==> src/rtl/wb_port_arbiter.sv <==
// wb_port_arbiter
//   Shares the single register-file write port between the in-order writeback stage
//   (priority writer) and a multi-cycle unit (load/divide) whose results wait in a
//   DEPTH-entry FIFO behind a valid/ready handshake. The write port is registered.
//
// Optional feature: define WB_ARB_STARVE_GUARD_EN to enable the starvation guard. A
//   FIFO head that has waited MAX_WAIT cycles then stalls writeback for one cycle and
//   takes the port. With the macro undefined wb_stall is tied low.
//
// Ports
//   clk1       in   clock, rising edge
//   rst        in   asynchronous active-low reset
//   wb_valid   in   writeback result present (rd==0 counts as no request)
//   wb_rd      in   writeback destination register
//   wb_data    in   writeback result
//   wb_stall   out  writeback must hold its inputs this cycle
//   mc_valid   in   multi-cycle result offered
//   mc_rd      in   multi-cycle destination register
//   mc_data    in   multi-cycle result
//   mc_ready   out  FIFO can accept (push on mc_valid && mc_ready)
//   rf_we      out  register-file write enable (registered)
//   rf_rd      out  register-file write address (registered)
//   rf_wd      out  register-file write data (registered)
//   pend_cnt   out  FIFO occupancy
module wb_port_arbiter #(
  parameter int unsigned XLEN     = 32,
  parameter int unsigned DEPTH    = 4,
  parameter int unsigned MAX_WAIT = 8
) (
  input  logic                       clk1,
  input  logic                       rst,
  input  logic                       wb_valid,
  input  logic [4:0]                 wb_rd,
  input  logic [XLEN-1:0]            wb_data,
  output logic                       wb_stall,
  input  logic                       mc_valid,
  input  logic [4:0]                 mc_rd,
  input  logic [XLEN-1:0]            mc_data,
  output logic                       mc_ready,
  output logic                       rf_we,
  output logic [4:0]                 rf_rd,
  output logic [XLEN-1:0]            rf_wd,
  output logic [$clog2(DEPTH+1)-1:0] pend_cnt
);

  localparam int unsigned PtrW = $clog2(DEPTH);
  localparam int unsigned CntW = $clog2(DEPTH+1);

  if (DEPTH < 2 || (DEPTH & (DEPTH - 1)) != 0) begin : g_depth_check
    $error("DEPTH must be a power of 2 and at least 2");
  end
  if (MAX_WAIT < 1) begin : g_wait_check
    $error("MAX_WAIT must be at least 1");
  end

  logic [4:0]      fifo_rd_q   [DEPTH];
  logic [XLEN-1:0] fifo_data_q [DEPTH];

  logic [PtrW-1:0] wr_ptr_q, wr_ptr_d;
  logic [PtrW-1:0] rd_ptr_q, rd_ptr_d;
  logic [CntW-1:0] cnt_q, cnt_d;

  logic            rf_we_q, rf_we_d;
  logic [4:0]      rf_rd_q, rf_rd_d;
  logic [XLEN-1:0] rf_wd_q, rf_wd_d;

  logic fifo_empty;
  logic wb_req;
  logic grant_wb;
  logic push;
  logic pop;

  // Handshake and grant decode; everything here depends on registered state only
  // (plus current-cycle requests), so there is no combinational path through wb_stall.
  always_comb begin
    fifo_empty = (cnt_q == '0);
    mc_ready   = (cnt_q != CntW'(DEPTH));
    wb_req     = wb_valid && (wb_rd != 5'd0);
    grant_wb   = wb_req && !wb_stall;
    pop        = !grant_wb && !fifo_empty;
    push       = mc_valid && mc_ready;
  end

  always_comb begin
    wr_ptr_d = push ? wr_ptr_q + PtrW'(1) : wr_ptr_q;
    rd_ptr_d = pop  ? rd_ptr_q + PtrW'(1) : rd_ptr_q;
    cnt_d    = cnt_q;
    case ({push, pop})
      2'b10:   cnt_d = cnt_q + CntW'(1);
      2'b01:   cnt_d = cnt_q - CntW'(1);
      default: cnt_d = cnt_q;
    endcase
  end

  // Write-port next state. A popped x0 entry still consumes its slot but never writes.
  always_comb begin
    rf_we_d = 1'b0;
    rf_rd_d = rf_rd_q;
    rf_wd_d = rf_wd_q;
    if (grant_wb) begin
      rf_we_d = 1'b1;
      rf_rd_d = wb_rd;
      rf_wd_d = wb_data;
    end else if (pop) begin
      rf_we_d = (fifo_rd_q[rd_ptr_q] != 5'd0);
      rf_rd_d = fifo_rd_q[rd_ptr_q];
      rf_wd_d = fifo_data_q[rd_ptr_q];
    end
  end

  always_ff @(posedge clk1 or negedge rst) begin
    if (!rst) begin
      wr_ptr_q <= '0;
      rd_ptr_q <= '0;
      cnt_q    <= '0;
      rf_we_q  <= 1'b0;
      rf_rd_q  <= '0;
      rf_wd_q  <= '0;
    end else begin
      wr_ptr_q <= wr_ptr_d;
      rd_ptr_q <= rd_ptr_d;
      cnt_q    <= cnt_d;
      rf_we_q  <= rf_we_d;
      rf_rd_q  <= rf_rd_d;
      rf_wd_q  <= rf_wd_d;
    end
  end

  // Storage needs no reset: occupancy and pointers decide what is valid.
  always_ff @(posedge clk1) begin
    if (push) begin
      fifo_rd_q[wr_ptr_q]   <= mc_rd;
      fifo_data_q[wr_ptr_q] <= mc_data;
    end
  end

`ifdef WB_ARB_STARVE_GUARD_EN
  localparam int unsigned WaitW = $clog2(MAX_WAIT+1);

  logic [WaitW-1:0] wait_q, wait_d;

  // Once the limit is reached the next cycle is a forced pop, which clears the count.
  always_comb begin
    wait_d = wait_q;
    if (fifo_empty || pop) begin
      wait_d = '0;
    end else if (wait_q != WaitW'(MAX_WAIT)) begin
      wait_d = wait_q + WaitW'(1);
    end
  end

  always_ff @(posedge clk1 or negedge rst) begin
    if (!rst) begin
      wait_q <= '0;
    end else begin
      wait_q <= wait_d;
    end
  end

  assign wb_stall = (wait_q == WaitW'(MAX_WAIT));
`else
  assign wb_stall = 1'b0;
`endif

  assign rf_we    = rf_we_q;
  assign rf_rd    = rf_rd_q;
  assign rf_wd    = rf_wd_q;
  assign pend_cnt = cnt_q;

endmodule

==> config.mk <==
export PLATFORM = sky130hd
export DESIGN_NAME = wb_port_arbiter
export DESIGN_NICKNAME = d
export VERILOG_FILES = /design/src/rtl/wb_port_arbiter.sv
export SDC_FILE = /design/constraint.sdc
export NUM_CORES = 1
export LEC_CHECK = 0
export CAP_MARGIN = 25
export CORE_MARGIN = 8
export CORE_UTILIZATION = 50
export CTS_CLUSTER_DIAMETER = 200
export DETAILED_ROUTE_END_ITERATION = 6
export PLACE_DENSITY = 0.77
export SLEW_MARGIN = 10
export SYNTH_ARGS = -nofsm -noshare
export SYNTH_HDL_FRONTEND = slang
export SYNTH_SLANG_ARGS = --single-unit
==> constraint.sdc <==
create_clock -name clk1 -period 3.9 [get_ports clk1]
set_input_delay 0.975 -clock clk1 [delete_from_list [all_inputs] [get_ports clk1]]
set_output_delay 0.975 -clock clk1 [all_outputs]
set_load 0.01 [all_outputs]
==> metrics.txt, run 1 <==
Mapped Nets 524; I/O pin cnt 121; initial antenna violation count 2; Power Dens Cells 713 nW/µm²; largest net degree at the start of global routing between 70 and 80; pre-CTS setup slack ~450 ps; Slew headroom 0.443; via count between 4000 and 5000; DRC 0; GPL Wtd Cong between 0.7 and 0.8; GRT Util Overall 0.170; maximum achievable frequency about 330 MHz; drt via density ~5.6; Sequential Power Share 0.443; clock network power share 0.245; hold slack 539 ps; final non-filler cell area 9460 µm²; Top cell by count, worst path xor2_1; first-pass GRT wire length approximately 25 mm; clk_lat worst skew roughly 420 ps; sequential area share after synthesis 0.746; die footprint between 15000 and 20000 µm²; post-synth cell types 28; die width roughly 140 µm; Psw ~2.0 mW; switch share 0.294; dpl cells 730; H-Tree Depth 4; Fin Clk Skew around 6.5 ps; Clock transition at path regs 60 ps; max incr delay on CP just under 600 ps; initial drt markers around 290; slowest stage cell, crit path or4_1; Starting Density 0.512; Rows 44; Lkg Pwr roughly 3.4 nW; area delta synth->final 26.8%; crit path kind in -> reg; DP Area around 8900 µm²; #FFs+latches synth between 150 and 200; setup slack after layout slightly below 900 ps; clock sink total 193; number of global-route vias before repair approximately 4500; crit-path max FO 2; Tcrit/Tclk final 0.774; Logic pwr share 0.312; Avg Cell Area, Syn between 15 and 20 µm²; share of layout cells above drive strength 1 0.147; Worst Max-Slew Pin Slew between 800 and 900 ps; post-CTS sizing 0; EDFF count, synth ~150; Main synth FF type edfxtp_1; Root Driver clkbuf_16; Worst Setup Start Kind primary input; max cap viols 0; Worst Path Required between 4000 and 5000 ps; most frequent cells in the layout edfxtp_1, clkdlybuf4s50_1, nand2_1; Ys Warns 0; Hold-fix buffers, CTS 0; cells along the critical path clkdlybuf4s50_1 -> or4_1 -> o21ai_4 -> and2_1 -> ha_1 -> inv_1 -> fa_1 -> xor2_1 -> nor2_1 -> xor2_1; final WL between 15 and 20 mm; CTS Buf Count 17; Non-Filler Instances 762; # setup viols final 0; hold crit path type reg -> reg; WL/cell ~21 µm; final hold violation count 0; commonest non-fill, non-tap cell in the layout edfxtp_1; core area 14600 µm²; ANT nets after route 0; VDD IR max 0.371 mV; post-CTS setup buffer count 0; Final nets ~650; Port Buffers approximately 120; Post-Synthesis Cells between 400 and 500; unrepaired setup endpoints after global routing false; Mapped Area around 7500 µm²; TritonCTS clock tree done; status finished, final reports clean; worst endpoint data arrival time 3370 ps; clock buffer depth 2; Power Total 6.74 mW; TritonRoute pass-1 iters 5; Period minus WS final approximately 3000 ps; Post-synth ARST share 0.233; # diodes 0; CP Capture Type flip-flop; internal power ~4.8 mW; total negative slack 0 ps; DP Wirelength approximately 10 mm; total grt overflow 0; final slew viol count 0; Layout Utilization 0.649; Die Y 138 µm
[area by class of cell]
| class | instances | area, µm² |
|---|---|---|
| Sequential cell | 193 | 5570 |
| Fill cell | 1001 | 5120 |
| Multi-Input combinational cell | 216 | 1780 |
| Timing Repair Buffer | 131 | 1300 |
| Clock buffer | 21 | 450 |
| Tap cell | 184 | 230 |
| Clock inverter | 11 | 114 |
| Inverter | 6 | 22.5 |
[flip-flops by register name (all words and copies together), names as in the netlist]
register	count
fifo_data_q	128
rf_we	1
pend_cnt	3
fifo_rd_q	20
rf_wd	32
rd_ptr_q	2
rf_rd	5
wr_ptr_q	2
[synthesized netlist by cell type, drive strengths merged, types with 2 or more instances]
library cell,count,area share
edfxtp,148,0.60
nand2,77,0.039
dfrtp,45,0.15
mux4,37,0.11
nor2,36,0.018
a31oi,35,0.029
buf,14,0.010
clkbuf,11,0.0055
inv,6,0.0030
ha,5,0.0084
and3,4,0.0034
xnor2,3,0.0035
xor2,3,0.0035
a22o,2,0.0023
and2,2,0.0017
nand3,2,0.0013
o21ai,2,0.0013
or4,2,0.0020
[worst max-delay path: cells and delay by family]
family                   cells  cell delay [ps]
adder cells (fa/ha/maj)      2              570
buffers and inverters        2              480
AO/OA/AOI/OAI                1              160
XOR/XNOR                     2              310
AND/OR/NAND/NOR              3              880
[path summary, 6_finish.rpt]
check / cells past startpoint / to / start / slack (ps)
max: 10 / pend_cnt[2] / wb_rd[0] / 880
min reg2reg: 2 / rf_wd[28] / rf_wd[28] / 540
max reg2reg: 8 / pend_cnt[2] / pend_cnt[1] / 1310
max in group asynchronous: 2 / rf_wd[5] / rst / 2750
min in group asynchronous: 1 / pend_cnt[2] / rst / 590
min: 2 / rf_wd[28] / rf_wd[28] / 540
[power by group through the flow]
stage / registers (mW) / clock network [mW] / logic [mW]
5_1_grt: 3.04 / 1.77 / 2.29
2_1_floorplan: 3.03 / 0 / 1.22
3_5_place_dp: 3.03 / 0 / 2.14
6_report: 2.99 / 1.65 / 2.10
4_1_cts: 3.00 / 1.69 / 2.15
3_3_place_gp: 3.00 / 0 / 2.09
[routing by layer]
metal  GRT usage  vias to the layer above  share of wire
met4      0.0664                        4          0.013
li1            -                     1917              -
met2       0.273                      129           0.50
met3      0.0531                       21          0.057
met5           0                        -         0.0012
met1       0.210                     2169           0.43
[kinds of logic after synthesis]
logic type | after synthesis | share of synthesized area
AO/OA/AOI/OAI | 39 | 0.0330
XOR/XNOR | 6 | 0.00704
adder cells (fa/ha/maj) | 6 | 0.0111
buffers and inverters | 31 | 0.0189
flip-flops | 193 | 0.746
multiplexers | 39 | 0.116
other | 1 | 0.000502
AND/OR/NAND/NOR | 125 | 0.0674
(Power assumes the default switching activity.)
==> run 2, diff against run 1 <==
==> constraint.sdc (replaced) <==
create_clock -name clk1 -period 2.8 [get_ports clk1]
set_input_delay 0.7 -clock clk1 [delete_from_list [all_inputs] [get_ports clk1]]
set_output_delay 0.7 -clock clk1 [all_outputs]
set_load 0.01 [all_outputs]
==> metrics.txt, run 2 (synthesis results as in run 1) <==
Non-Filler Instances 763; clock sink total 193; Lkg Pwr roughly 3.4 nW; final hold violation count 0; die width about 140 µm; first-pass GRT wire length roughly 25 mm; VDD IR max between 0.4 and 0.5 mV; unrepaired setup endpoints after global routing false; post-CTS setup buffer count 0; hold crit path type in -> async; total grt overflow 0; # setup viols final 0; Starting Density 0.512; Slew headroom 0.492; DP Wirelength 9.87 mm; max incr delay on CP around 590 ps; crit path kind in -> reg; Period minus WS final ~2700 ps; Worst R2R Path Depth 10; CP top delay family simple AND/OR/NAND/NOR gates; Die Y around 140 µm; core area between 10000 and 15000 µm²; initial drt markers between 300 and 400; dpl cells between 700 and 800; TritonCTS clock tree done; largest net degree at the start of global routing 75; pre-CTS setup slack -311 ps; Rows 44; Hold-fix buffers, CTS 0; cells along the critical path clkdlybuf4s50_1 -> or4_1 -> o21ai_4 -> and2_1 -> ha_1 -> inv_1 -> fa_1 -> xor2_1 -> nor2_1 -> xor2_1; TritonRoute pass-1 iters 5; Worst Setup Start Kind primary input; Root Driver clkbuf_16; maximum achievable frequency roughly 370 MHz; GPL Wtd Cong 0.706; FF-to-FF End pend_cnt[2]; Critical R2R Launch pend_cnt[0]; CTS Buf Count 17; worst endpoint data arrival time approximately 3000 ps; Fin Clk Skew 11.0 ps; final slew viol count 0; most frequent cells in the layout edfxtp_1, clkdlybuf4s50_1, nand2_1; final WL 15.9 mm; DRC 0; status finished, final reports clean; share of layout cells above drive strength 1 0.152; Largest register FFs roughly 130; slowest stage cell, crit path or4_1; reg2reg setup slack between 600 and 700 ps; via count between 4000 and 5000; clk_lat worst skew ~430 ps; Power Total about 9.3 mW; Worst Path Required about 3100 ps; post-CTS sizing 0; initial antenna violation count 1; Power Dens Cells between 900 and 1000 nW/µm²; die footprint 19100 µm²; # diodes 0; Top cell by count, worst path xor2_1; commonest non-fill, non-tap cell in the layout edfxtp_1; Clock transition at path regs ~60 ps; CP Capture Type flip-flop; drt via density 5.50; Port Buffers 119; setup slack after layout between 100 and 150 ps; H-Tree Depth 4; GRT Util Overall 0.171; WL/cell 20.9 µm; Layout Utilization 0.648; I/O pin cnt ~120; number of global-route vias before repair 4591; worst path bufs/invs 2; max cap viols 0; Reg with most FFs fifo_data_q; clock buffer depth 2; Final nets 650; crit-path max FO 2; Tcrit/Tclk final 0.956; Worst Max-Slew Pin Slew roughly 760 ps; ANT nets after route 0; area delta synth->final 26.7%
## run 2: cell count changes in the layout (fill, tap and decap cells not counted), sizes merged
cell    before  now
bufinv       2    0
inv          6    7
clkbuf      21   18
buf         13   14
clkinv       5    9
## run 2: worst max-delay path by stage
stage                   to     start  slack (ps)  cells after the start
6_report       pend_cnt[2]  wb_rd[0]         120                     10
5_1_grt        pend_cnt[2]  wb_rd[3]          10                     10
4_1_cts        pend_cnt[2]  wb_rd[0]         120                     10
3_5_place_dp   pend_cnt[2]  wb_rd[0]        -310                     10
3_3_place_gp   pend_cnt[2]  wb_rd[0]        -250                     10
2_1_floorplan  pend_cnt[2]  wb_rd[0]         210                      9
## run 2: area by class of cell
type / count / area, µm²
Clock buffer: 18 / 429
Sequential cell: 193 / 5570
Fill cell: 1009 / 5130
Multi-Input combinational cell: 216 / 1780
Timing Repair Buffer: 132 / 1330
Inverter: 6 / 22.5
Clock inverter: 14 / 93.8
Tap cell: 184 / 230
## run 2: worst register-to-register path: stages, from the launching register on
cell	delay [ps]
dfrtp_1	450
inv_1	130
nand3_1	200
and2_1	280
inv_1	80
ha_1	150
inv_1	50
fa_1	370
xor2_1	150
nor2_1	110
xor2_1	140
## run 2: through the flow
step	TNS [ps]	instance area [µm²]	hold WS (ps)
after floorplan	0	7470	404
after global placement	-457	8940	527
after detailed placement	-2390	8940	530
after CTS	0	9460	184
after global routing	0	9460	203
final	0	9460	190
## run 2: per-layer routing
layer / global-route usage / share of wire / wire [µm] / up-vias
met5: 0 / 0.00082 / 13 / -
met4: 0.0652 / 0.0096 / 153 / 2
met3: 0.0551 / 0.058 / 930 / 16
met2: 0.283 / 0.51 / 8130 / 135
met1: 0.204 / 0.42 / 6720 / 2133
li1: - / - / - / 1914
## run 2: report_power, final
part	switching (mW)	internal [mW]	leakage [nW]
Clock	1.02	1.13	0.249
Combinational	1.47	1.50	1.24
Sequential	0.315	3.84	1.87
Total	2.80	6.47	3.35
